--- src/rtl/delayed_forward_unit_if.sv ---
// Bundle, regfile-read, forwarding and result signals of delayed_forward_unit.
// Both in_* and out_* transfer on a rising edge where valid && ready; a valid side holds its payload until then.
interface delayed_forward_unit_if #(
  parameter int LANES  = 2,
  parameter int STAGES = 3,
  parameter int DATA_W = 32,
  parameter int AW     = 5
);
  logic                         flush;
  logic                         in_valid;
  logic                         in_ready;
  logic [LANES-1:0]             in_lane_valid;
  logic [LANES*32-1:0]          in_pc;
  logic [LANES*AW-1:0]          in_rs1;
  logic [LANES*AW-1:0]          in_rs2;
  logic [LANES-1:0]             in_use_imm;
  logic [LANES*DATA_W-1:0]      in_imm;
  logic [LANES*3-1:0]           in_br_op;
  logic [LANES*16-1:0]          in_br_off;
  logic [2*LANES*AW-1:0]        reg_raddr;
  logic [2*LANES*DATA_W-1:0]    reg_rdata;
  logic [STAGES*LANES-1:0]      fwd_valid;
  logic [STAGES*LANES*AW-1:0]   fwd_rd;
  logic [STAGES*LANES*DATA_W-1:0] fwd_data;
  logic [STAGES*LANES-1:0]      fwd_ready;
  logic                         out_valid;
  logic                         out_ready;
  logic [LANES-1:0]             out_lane_valid;
  logic [LANES*DATA_W-1:0]      out_opa;
  logic [LANES*DATA_W-1:0]      out_opb;
  logic [LANES-1:0]             out_br_taken;
  logic [LANES*32-1:0]          out_br_target;
  logic [15:0]                  stall_cnt;
  logic [1:0]                   dbg_state;

  modport slave (
    input  flush, in_valid, in_lane_valid, in_pc, in_rs1, in_rs2, in_use_imm, in_imm,
           in_br_op, in_br_off, reg_rdata, fwd_valid, fwd_rd, fwd_data, fwd_ready, out_ready,
    output in_ready, reg_raddr, out_valid, out_lane_valid, out_opa, out_opb, out_br_taken,
           out_br_target, stall_cnt, dbg_state
  );

  modport master (
    output flush, in_valid, in_lane_valid, in_pc, in_rs1, in_rs2, in_use_imm, in_imm,
           in_br_op, in_br_off, reg_rdata, fwd_valid, fwd_rd, fwd_data, fwd_ready, out_ready,
    input  in_ready, reg_raddr, out_valid, out_lane_valid, out_opa, out_opb, out_br_taken,
           out_br_target, stall_cnt, dbg_state
  );
endinterface

--- src/rtl/delayed_forward_unit.sv ---
// Latches an issue bundle, resolves operands through multi-stage forwarding
// (stalling on not-yet-final producers), evaluates branches and hands results out.
module delayed_forward_unit #(
  parameter int LANES  = 2,
  parameter int STAGES = 3,
  parameter int DATA_W = 32,
  parameter int AW     = 5
) (
  input logic                  clk,
  input logic                  rst_n,
  delayed_forward_unit_if.slave bus
);
  typedef enum logic [1:0] {S_EMPTY = 2'd0, S_RESOLVE = 2'd1, S_OUT = 2'd2} state_t;

  state_t                  r_state, w_next;
  logic                    w_in_ready, w_accept, w_hazard;
  logic [LANES-1:0]        r_lane_valid, r_use_imm;
  logic [LANES*32-1:0]     r_pc;
  logic [LANES*AW-1:0]     r_rs1, r_rs2;
  logic [LANES*DATA_W-1:0] r_imm;
  logic [LANES*3-1:0]      r_br_op;
  logic [LANES*16-1:0]     r_br_off;
  logic [DATA_W-1:0]       w_opa [LANES];
  logic [DATA_W-1:0]       w_opb [LANES];
  logic [LANES-1:0]        w_taken;
  logic [LANES*32-1:0]     w_target;
  logic [LANES-1:0]        r_out_lane_valid, r_out_taken;
  logic [LANES*DATA_W-1:0] r_out_opa, r_out_opb;
  logic [LANES*32-1:0]     r_out_target;
  logic [15:0]             r_stall_cnt;

  for (genvar l = 0; l < LANES; l++) begin : g_raddr
    assign bus.reg_raddr[(2*l)*AW +: AW]   = r_rs1[l*AW +: AW];
    assign bus.reg_raddr[(2*l+1)*AW +: AW] = r_rs2[l*AW +: AW];
  end

  // Later matches overwrite earlier ones, so the scan order encodes the priority.
  always_comb begin : resolve
    logic [AW-1:0]     addr;
    logic [DATA_W-1:0] val, cmp_b;
    logic              rdy, eq, sign;
    logic [2:0]        op;
    logic [15:0]       off;
    addr = '0; val = '0; cmp_b = '0; rdy = 1'b1; eq = 1'b0; sign = 1'b0; op = '0; off = '0;
    w_hazard = 1'b0;
    w_taken  = '0;
    w_target = '0;
    for (int l = 0; l < LANES; l++) begin
      w_opa[l] = '0;
      w_opb[l] = '0;
    end
    for (int l = 0; l < LANES; l++) begin
      for (int s = 0; s < 2; s++) begin
        addr = (s == 0) ? r_rs1[l*AW +: AW] : r_rs2[l*AW +: AW];
        val  = bus.reg_rdata[(2*l+s)*DATA_W +: DATA_W];
        rdy  = 1'b1;
        for (int st = STAGES-1; st >= 0; st--) begin
          for (int fl = 0; fl < LANES; fl++) begin
            if (bus.fwd_valid[st*LANES+fl] && (bus.fwd_rd[(st*LANES+fl)*AW +: AW] == addr)) begin
              val = bus.fwd_data[(st*LANES+fl)*DATA_W +: DATA_W];
              rdy = bus.fwd_ready[st*LANES+fl];
            end
          end
        end
        if (addr == '0) begin
          val = '0;
          rdy = 1'b1;
        end
        if ((s == 1) && r_use_imm[l]) begin
          val = r_imm[l*DATA_W +: DATA_W];
          rdy = 1'b1;
        end
        if (r_lane_valid[l] && !rdy) w_hazard = 1'b1;
        if (s == 0) w_opa[l] = val;
        else        w_opb[l] = val;
      end
      op    = r_br_op[l*3 +: 3];
      off   = r_br_off[l*16 +: 16];
      cmp_b = ((op == 3'd3) || (op == 3'd4)) ? '0 : w_opb[l];
      eq    = (w_opa[l] == cmp_b);
      sign  = w_opa[l][DATA_W-1];
      case (op)
        3'd1:    w_taken[l] = eq;
        3'd2:    w_taken[l] = !eq;
        3'd3:    w_taken[l] = sign | eq;
        3'd4:    w_taken[l] = !(sign | eq);
        3'd5:    w_taken[l] = sign;
        3'd6:    w_taken[l] = !sign;
        default: w_taken[l] = 1'b0;
      endcase
      if ((op != 3'd0) && (op != 3'd7))
        w_target[l*32 +: 32] = r_pc[l*32 +: 32] + 32'd4 + {{14{off[15]}}, off, 2'b00};
    end
  end

  always_comb begin : fsm_next
    w_next     = r_state;
    w_in_ready = 1'b0;
    case (r_state)
      S_EMPTY: begin
        w_in_ready = 1'b1;
        if (bus.in_valid) w_next = S_RESOLVE;
      end
      S_RESOLVE: if (!w_hazard) w_next = S_OUT;
      S_OUT: begin
        w_in_ready = bus.out_ready;
        if (bus.out_ready) w_next = bus.in_valid ? S_RESOLVE : S_EMPTY;
      end
      default: w_next = S_EMPTY;
    endcase
    if (bus.flush) begin
      w_next     = S_EMPTY;
      w_in_ready = 1'b0;
    end
  end

  assign w_accept = bus.in_valid && w_in_ready;

  always_ff @(posedge clk) begin
    if (!rst_n) begin
      r_state          <= S_EMPTY;
      r_lane_valid     <= '0;
      r_use_imm        <= '0;
      r_pc             <= '0;
      r_rs1            <= '0;
      r_rs2            <= '0;
      r_imm            <= '0;
      r_br_op          <= '0;
      r_br_off         <= '0;
      r_out_lane_valid <= '0;
      r_out_taken      <= '0;
      r_out_opa        <= '0;
      r_out_opb        <= '0;
      r_out_target     <= '0;
      r_stall_cnt      <= '0;
    end else begin
      r_state <= w_next;
      if (w_accept) begin
        r_lane_valid <= bus.in_lane_valid;
        r_use_imm    <= bus.in_use_imm;
        r_pc         <= bus.in_pc;
        r_rs1        <= bus.in_rs1;
        r_rs2        <= bus.in_rs2;
        r_imm        <= bus.in_imm;
        r_br_op      <= bus.in_br_op;
        r_br_off     <= bus.in_br_off;
      end
      if ((r_state == S_RESOLVE) && !bus.flush) begin
        if (w_hazard) begin
          if (r_stall_cnt != 16'hFFFF) r_stall_cnt <= r_stall_cnt + 16'd1;
        end else begin
          r_out_lane_valid <= r_lane_valid;
          r_out_taken      <= w_taken;
          r_out_target     <= w_target;
          for (int l = 0; l < LANES; l++) begin
            r_out_opa[l*DATA_W +: DATA_W] <= w_opa[l];
            r_out_opb[l*DATA_W +: DATA_W] <= w_opb[l];
          end
        end
      end
    end
  end

  assign bus.in_ready       = w_in_ready;
  assign bus.out_valid      = (r_state == S_OUT);
  assign bus.out_lane_valid = r_out_lane_valid;
  assign bus.out_opa        = r_out_opa;
  assign bus.out_opb        = r_out_opb;
  assign bus.out_br_taken   = r_out_taken;
  assign bus.out_br_target  = r_out_target;
  assign bus.stall_cnt      = r_stall_cnt;
  assign bus.dbg_state      = r_state;
endmodule

--- src/flat_wrapper.sv ---
// flat-port wrapper written by rule: the top's interface ports become plain ports
module delayed_forward_unit_flat 
#(
  parameter int LANES  = 2,
  parameter int STAGES = 3,
  parameter int DATA_W = 32,
  parameter int AW     = 5
)
  (clk, rst_n, bus_flush, bus_in_valid, bus_in_lane_valid, bus_in_pc, bus_in_rs1, bus_in_rs2, bus_in_use_imm, bus_in_imm, bus_in_br_op, bus_in_br_off, bus_reg_rdata, bus_fwd_valid, bus_fwd_rd, bus_fwd_data, bus_fwd_ready, bus_out_ready, bus_in_ready, bus_reg_raddr, bus_out_valid, bus_out_lane_valid, bus_out_opa, bus_out_opb, bus_out_br_taken, bus_out_br_target, bus_stall_cnt, bus_dbg_state);
  delayed_forward_unit_if #(.LANES(LANES), .STAGES(STAGES), .DATA_W(DATA_W), .AW(AW)) bus_i ();
  input logic clk;
  input logic rst_n;
  input wire logic [$bits(bus_i.flush)-1:0] bus_flush;
  input wire logic [$bits(bus_i.in_valid)-1:0] bus_in_valid;
  input wire logic [$bits(bus_i.in_lane_valid)-1:0] bus_in_lane_valid;
  input wire logic [$bits(bus_i.in_pc)-1:0] bus_in_pc;
  input wire logic [$bits(bus_i.in_rs1)-1:0] bus_in_rs1;
  input wire logic [$bits(bus_i.in_rs2)-1:0] bus_in_rs2;
  input wire logic [$bits(bus_i.in_use_imm)-1:0] bus_in_use_imm;
  input wire logic [$bits(bus_i.in_imm)-1:0] bus_in_imm;
  input wire logic [$bits(bus_i.in_br_op)-1:0] bus_in_br_op;
  input wire logic [$bits(bus_i.in_br_off)-1:0] bus_in_br_off;
  input wire logic [$bits(bus_i.reg_rdata)-1:0] bus_reg_rdata;
  input wire logic [$bits(bus_i.fwd_valid)-1:0] bus_fwd_valid;
  input wire logic [$bits(bus_i.fwd_rd)-1:0] bus_fwd_rd;
  input wire logic [$bits(bus_i.fwd_data)-1:0] bus_fwd_data;
  input wire logic [$bits(bus_i.fwd_ready)-1:0] bus_fwd_ready;
  input wire logic [$bits(bus_i.out_ready)-1:0] bus_out_ready;
  output wire logic [$bits(bus_i.in_ready)-1:0] bus_in_ready;
  output wire logic [$bits(bus_i.reg_raddr)-1:0] bus_reg_raddr;
  output wire logic [$bits(bus_i.out_valid)-1:0] bus_out_valid;
  output wire logic [$bits(bus_i.out_lane_valid)-1:0] bus_out_lane_valid;
  output wire logic [$bits(bus_i.out_opa)-1:0] bus_out_opa;
  output wire logic [$bits(bus_i.out_opb)-1:0] bus_out_opb;
  output wire logic [$bits(bus_i.out_br_taken)-1:0] bus_out_br_taken;
  output wire logic [$bits(bus_i.out_br_target)-1:0] bus_out_br_target;
  output wire logic [$bits(bus_i.stall_cnt)-1:0] bus_stall_cnt;
  output wire logic [$bits(bus_i.dbg_state)-1:0] bus_dbg_state;
  assign bus_i.flush = bus_flush;
  assign bus_i.in_valid = bus_in_valid;
  assign bus_i.in_lane_valid = bus_in_lane_valid;
  assign bus_i.in_pc = bus_in_pc;
  assign bus_i.in_rs1 = bus_in_rs1;
  assign bus_i.in_rs2 = bus_in_rs2;
  assign bus_i.in_use_imm = bus_in_use_imm;
  assign bus_i.in_imm = bus_in_imm;
  assign bus_i.in_br_op = bus_in_br_op;
  assign bus_i.in_br_off = bus_in_br_off;
  assign bus_i.reg_rdata = bus_reg_rdata;
  assign bus_i.fwd_valid = bus_fwd_valid;
  assign bus_i.fwd_rd = bus_fwd_rd;
  assign bus_i.fwd_data = bus_fwd_data;
  assign bus_i.fwd_ready = bus_fwd_ready;
  assign bus_i.out_ready = bus_out_ready;
  assign bus_in_ready = bus_i.in_ready;
  assign bus_reg_raddr = bus_i.reg_raddr;
  assign bus_out_valid = bus_i.out_valid;
  assign bus_out_lane_valid = bus_i.out_lane_valid;
  assign bus_out_opa = bus_i.out_opa;
  assign bus_out_opb = bus_i.out_opb;
  assign bus_out_br_taken = bus_i.out_br_taken;
  assign bus_out_br_target = bus_i.out_br_target;
  assign bus_stall_cnt = bus_i.stall_cnt;
  assign bus_dbg_state = bus_i.dbg_state;
  delayed_forward_unit #(.LANES(LANES), .STAGES(STAGES), .DATA_W(DATA_W), .AW(AW)) u_core (.clk(clk), .rst_n(rst_n), .bus(bus_i));
endmodule
--- config.mk ---
export PLATFORM = sky130hd
export DESIGN_NAME = delayed_forward_unit_flat
export DESIGN_NICKNAME = d
export VERILOG_FILES = /design/src/rtl/delayed_forward_unit_if.sv /design/src/rtl/delayed_forward_unit.sv /design/src/flat_wrapper.sv
export SDC_FILE = /design/constraint.sdc
export NUM_CORES = 2
export LEC_CHECK = 0
export CELL_PAD_IN_SITES_DETAIL_PLACEMENT = 1
export CELL_PAD_IN_SITES_GLOBAL_PLACEMENT = 2
export CORE_UTILIZATION = 24
export CTS_CLUSTER_SIZE = 30
export DETAILED_ROUTE_END_ITERATION = 8
export GPL_TIMING_DRIVEN = 0
export PLACE_DENSITY_LB_ADDON = 0.3
export REMOVE_ABC_BUFFERS = 1
export SLEW_MARGIN = 40
export SYNTH_ARGS = -nofsm -noshare
export SYNTH_HDL_FRONTEND = slang
export SYNTH_SLANG_ARGS = --single-unit
--- constraint.sdc ---
create_clock -name clk -period 4.2 [get_ports clk]
set_clock_uncertainty 0.2 [all_clocks]
set_input_delay 0.42 -clock clk [delete_from_list [all_inputs] [get_ports clk]]
set_output_delay 0.42 -clock clk [all_outputs]
set_load 0.01 [all_outputs]
==> Yosys cells after proc, flatten, opt, wreduce, memory -nomap -nowiden <==
Cells that the tools add are included.
Widths: inputs -> output; s select.
{ "word_totals": {"wordCells": 203, "in_bits": 557, "reg_bits": 404, "out_inout_bits": 236} }
{ "op_classes": {"addsub": 5, "eq_ne": 46, "mux": 77, "n_bitwise": 4, "n_reduce_logical": 56} }
{ "op_table": {"columns": ["cell", "n"], "rows": [
  ["$mux 32", 34],
  ["$eq 5x5->1", 24],
  ["$add 32x3->32 const B", 2],
  ["$add 32x32->32", 2],
  ["$eq 32x32->1", 2],
  ["$mux 1", 36],
  ["$logic_and 1x1->1", 32],
  ["$logic_not 5->1", 4],
  ["$eq 3x3->1 const B", 6],
  ["$add 16x1->16 const B", 1],
  ["$ne 16x16->1 const B", 1],
  ["$eq 3x2->1 const B", 4],
  ["$pmux 1 s6", 2],
  ["$logic_not 1->1", 11],
  ["$eq 3x1->1 const B", 2],
  ["$mux 2", 3],
  ["$ne 2x2->1 const B", 3],
  ["$ne 3x3->1 const B", 2],
  ["$pmux 2 s3", 1],
  ["$reduce_and 3->1", 2],
  ["$reduce_bool 3->1", 2],
  ["$eq 2x1->1 const B", 1],
  ["$eq 2x2->1 const B", 1],
  ["$logic_not 2->1", 1],
  ["other kinds (6)", 9]
]} }

==> Longest topological paths before layout <==
{ "depth": {"word_depth": 17, "ltp_mapped": 19} }

==> Worst setup path before layout <==
No wires, ideal clock.
{ "synth_timing": {"kind": "input-to-reg", "startpoint": "in bus_fwd_rd[13]", "endpoint": "reg u_core.r_out_taken[0] (netlist: u_core.bus.out_br_taken[0])", "setup_ns": 0.130, "setup_slack_ns": -0.164, "arrival_ns": 4.034, "stages": 17, "required_time_ns": 3.870, "cell_sequence": "buf_2 -> xor2_1 -> nor4_2 -> and3_1 -> buf_6 -> or4_4 -> buf_6 -> a311o_1 -> and3_4 -> buf_6 -> xnor2_1 -> nor4b_1 -> a311oi_1 -> or4_1 -> or4_1 -> a2111oi_0 -> o31ai_1"} }
{ "synth_via": {"elab_chain_len": 15, "word_cells_on_any_way": 62} }
{ "synth_lines": {"columns": ["element", "line_no", "rtl"], "rows": [
  ["from (decl)", "flat_wrapper.sv:25", "input wire logic [$bits(bus_i.fwd_rd)-1:0] bus_fwd_rd;"],
  ["branches (longest 15 deep; another with $mux 32)", null, null],
  ["to (signal assigned)", "delayed_forward_unit.sv:153", "r_out_taken <= w_taken;"],
  ["to (decl)", "delayed_forward_unit.sv:27", "logic [LANES-1:0] r_out_lane_valid, r_out_taken;"]
]} }
Several ways; the timed one is not identified.
A chain may end at the register's enable or synchronous reset.

==> Final worst setup path <==
{ "layout_timing": {"startpoint": "reg u_core.r_rs1[8]", "endpoint": "reg u_core.r_out_taken[1] (netlist: u_core.bus.out_br_taken[1])"} }
{ "layout_via": {"elab_chain_len": 15, "word_cells_on_any_way": 39} }
{ "layout_lines": {"columns": ["element", "line_no", "rtl"], "rows": [
  ["from (decl)", "delayed_forward_unit.sv:19", "logic [LANES*AW-1:0] r_rs1, r_rs2;"],
  ["from (signal assigned)", "delayed_forward_unit.sv:142", "r_rs1 <= bus.in_rs1;"],
  ["branches (longest 15 deep; another with $mux 32)", null, null]
]} }
Several ways; the timed one is not identified.

==> results.py <==
metrics = {
    "clocking": {
        "cts_made_buffers": 54,
        "cts_max_path_buffers": 3,
        "cts_tree": "done",
        "clock_latency_ns": 0.68,
        "clkTransAtPathRegs_ns": 0.07,
        "cts_root_buf": "clkbuf_16",
        "cts.sinks": 404,
        "cts_max_level": 2,
        "cts.hold.buffers_added": 0,
    },
    "sta": {
        "period_needed_ns": 4.93,
        "worst-slew-pin-transition_ns": 0.939,
        "rsz0062_at_grt": "yes",
        "fin_tns_setup_ns": -2.49,
        "max_freq_mhz": 203,
        "slew_headroom_pct": 37.0,
        "drv_slew": 0,
        "setup_slack_ns": -0.726,
        "hold_viol_final": 0,
        "period_share_pct": 117,
        "final-setup-viol-count": 15,
    },
    "detailed_routing": {
        "detail_route.wl_per_cell_um": 32.7,
        "antenna_left": 0,
        "wl_mm": 213,
        "vias": 37200,
        "drc": 0,
        "firstDrtPassIters": 8,
        "via_per_inst": 5.70,
        "drt-initial-drc-count": 3558,
    },
    "synth": {
        "synth_compound_area_share_pct": 28.4,
        "synthSimpleGateAreaFrac_pct": 23.8,
        "yosys.cell_types.count": 87,
        "synthFlopType": "dfxtp_1",
        "ys_seq_elements": 404,
        "synth_most_common_cell": "nand2_1",
        "synthMuxAreaShare_pct": 2.48,
        "yosys_warnings": 0,
        "synthTopCellsByCount": "754 x nand2_1, 455 x a21oi_1, 429 x nor2_1",
        "synth_xor_area_share_pct": 6.52,
        "yosys.area.top_type": "dfxtp_1",
        "synth_seq_area_share_pct": 28.2,
        "synthAdderAreaFrac_pct": 5.15,
        "syn_inst": 4018,
        "synth_top_family_by_area": "compound AO/OA/AOI/OAI gates",
        "avgSynthCellArea_um2": 7.15,
        "synth_top_area_share_pct": 28.2,
        "synth-edff-count": 0,
        "yosys-top-cells-area": "dfxtp_1 28%, nand2_1 9.9%, a21oi_1 7.9%",
        "synth_area_um2": 28700,
        "synthArstFlopShare_pct": 0,
    },
    "placement": {
        "hpwl_mm": 154,
        "numPortBuffers": 792,
        "dp_cells": 6201,
        "gp_congestion": 0.905,
    },
    "critical_path": {
        "rr_endpoint": "u_core.bus.out_br_taken[1]$_SDFFE_PN0P_",
        "r2r_cells": 16,
        "cp-endpoint": "u_core.bus.out_br_taken[1]$_SDFFE_PN0P_",
        "critPathKind": "reg2reg",
        "setup.worst_path.start": "u_core.r_rs1[8]$_SDFFE_PN0P_",
        "arrival_ns": 5.31,
        "rr_startpoint": "u_core.r_rs1[8]$_SDFFE_PN0P_",
        "worst_ep_required_time_ns": 4.58,
        "end_kind": "register",
        "r2r_setup_slack_ns": -0.73,
        "cp_max_fo": 10,
        "critPathLaunchType": "register",
    },
    "power_and_ir_drop": {
        "ir_drop_uv": 298,
        "p_leak_uw": 0.0165,
        "powerDensity_nw_per_um2": 293,
        "p_sw_share_pct": 34.1,
        "internal_power_uw": 8720,
        "combPwrFrac_pct": 29.5,
        "power_uw": 13200,
        "clockPowerShare_pct": 39.5,
        "power_frac_seq_pct": 31.0,
        "switchingPower_uw": 4510,
    },
    "die": {
        "fp.dieH_um": 348,
        "initial_core_util_pct": 24.3,
        "die-area_um2": 121000,
        "ios": 793,
        "row_count": 126,
        "core-area_um2": 118000,
        "fp.dieW_um": 348,
    },
    "finish": {
        "drive_above_1_share_pct": 13.7,
        "n_fill_cell": 14000,
        "nNetsFinal": 5528,
        "stdcell_count": 6535,
        "area_delta_synth_final_pct": 57.5,
    },
    "worst_hold_path": {
        "hp-class": "in2reg",
    },
    "grt": {
        "antenna_found_initial": 88,
        "grt_max_degree": 72,
        "track_usage_pct": 33.2,
        "grt_pass1_vias": 36800,
        "grt_pass1_wl_mm": 286,
        "gr-total-overflow": 0,
    },
    "status": {
        "violations": "negative setup slack",
        "status": "finished, violations left",
    },
    "job": {
        "drv_cap": 0,
    },
}
-- worst max-delay path, stage by stage, from the launching register on --
cell and delay, ns:
dfxtp_4 0.40, buf_2 0.20, xnor2_1 0.29, nand4_1 0.24, nor2_4 0.53, buf_16 0.23
nor2_4 0.09, buf_8 0.19, o211ai_1 0.15, a21oi_1 0.24, xnor2_2 0.24, nor4_4 0.56
nand4_1 0.41, nor4_4 0.30, buf_4 0.18, a221oi_2 0.06, a311oi_1 0.30
-- worst min path at each step --
stage	startpoint	to	slack, ns	cells after the start
final	bus_in_br_off[15]	u_core.r_br_off[15]$_SDFFE_PN0P_	0.09	3
after global routing	bus_in_imm[59]	u_core.r_imm[59]$_SDFFE_PN0P_	0.09	3
after CTS	bus_in_br_off[15]	u_core.r_br_off[15]$_SDFFE_PN0P_	0.04	3
after detailed placement	u_core.bus.out_br_target[50]$_SDFFE_PN0P_	u_core.bus.out_br_target[50]$_SDFFE_PN0P_	0.25	2
after global placement	u_core.bus.out_br_target[50]$_SDFFE_PN0P_	u_core.bus.out_br_target[50]$_SDFFE_PN0P_	0.24	2
after floorplan	u_core.r_imm[45]$_SDFFE_PN0P_	u_core.r_imm[45]$_SDFFE_PN0P_	0.23	2
-- flip-flops by register name, indices dropped and copies added, names as in the netlist, 6 cells and up --
| signal | count |
|---|---|
| u_core.bus.out_br_target | 64 |
| u_core.bus.out_opa | 64 |
| u_core.bus.out_opb | 64 |
| u_core.r_imm | 64 |
| u_core.r_pc | 64 |
| u_core.r_br_off | 32 |
| u_core.bus.stall_cnt | 16 |
| u_core.r_rs1 | 10 |
| u_core.r_rs2 | 10 |
| u_core.r_br_op | 6 |
-- repair_timing --
item | 4_1_cts | 5_1_grt
endpoints found under the setup margin | 214 | 132
pin swaps | 72 | 43
cloned | 8 | 6
gates resized for setup | 182 | 103
setup buffers | 153 | 32
-- routing by layer --
metal,share of wire [%],wire length (um),GRT usage (%)
met5,0.35,740,0
met2,44,94300,52.8
met1,38,80300,37.9
met4,7.4,15700,20.2
met3,11,22400,12.0
-- power groups by stage --
stage / combinational, uW / clock [uW] / sequential (uW)
after floorplan: 1430 / 0 / 4170
after global placement: 3220 / 0 / 4200
after detailed placement: 3430 / 0 / 4190
after CTS: 3710 / 5340 / 4090
after global routing: 4060 / 5470 / 4110
final: 3910 / 5230 / 4100
-- kinds of logic (layout without fill, tap and decap cells) --
logic type	after synthesis	after routing
adder cells (fa/ha/maj)	117	117
AND/OR/NAND/NOR	1588	1592
multiplexers	71	71
flip-flops	404	404
AO/OA/AOI/OAI	1239	1239
other	0	37
XOR/XNOR	213	213
buffers and inverters	386	1262
-- layout by cell type (no fill, tap or decap), drive strengths merged, types with 37 or more instances in the layout --
cell type and instances:
buf 313, a22oi 62, inv 47, xor2 56
nand4 40, o211ai 38, nand3 72, diode 37
o221ai 39, o21ai 168, nor3 125, a211oi 101
clkdlybuf4s50 786, a211o 38, dfxtp 404, nand2 755
nor2 431, a21oi 455, xnor2 157, clkbuf 76
a221oi 50, mux2i 69, ha 115
-- layout make-up --
class | instances | area (um^2) | share of cell area (%)
antenna | 37 | 92.6 | 0.205
clock buffer | 67 | 1480 | 3.27
clock inverter | 33 | 468 | 1.03
inverter | 44 | 170 | 0.376
multi-input combinational | 3232 | 20500 | 45.4
sequential | 404 | 8170 | 18.1
tap | 1600 | 2000 | 4.43
timing repair buffer | 1118 | 12300 | 27.2
-- stage by stage --
stage,util [%],hold slack (ns),area (um^2),setup WS (ns)
after floorplan,-,0.232,27300,-4.17
after global placement,31.5,0.239,37200,-15.00
after detailed placement,33.9,0.245,40100,-2.92
after CTS,37.4,0.0432,44300,-0.561
after global routing,38.2,0.0883,45200,-0.733
final,38.2,0.0859,45200,-0.726
No activity file was read; power rests on OpenSTA's default activity.
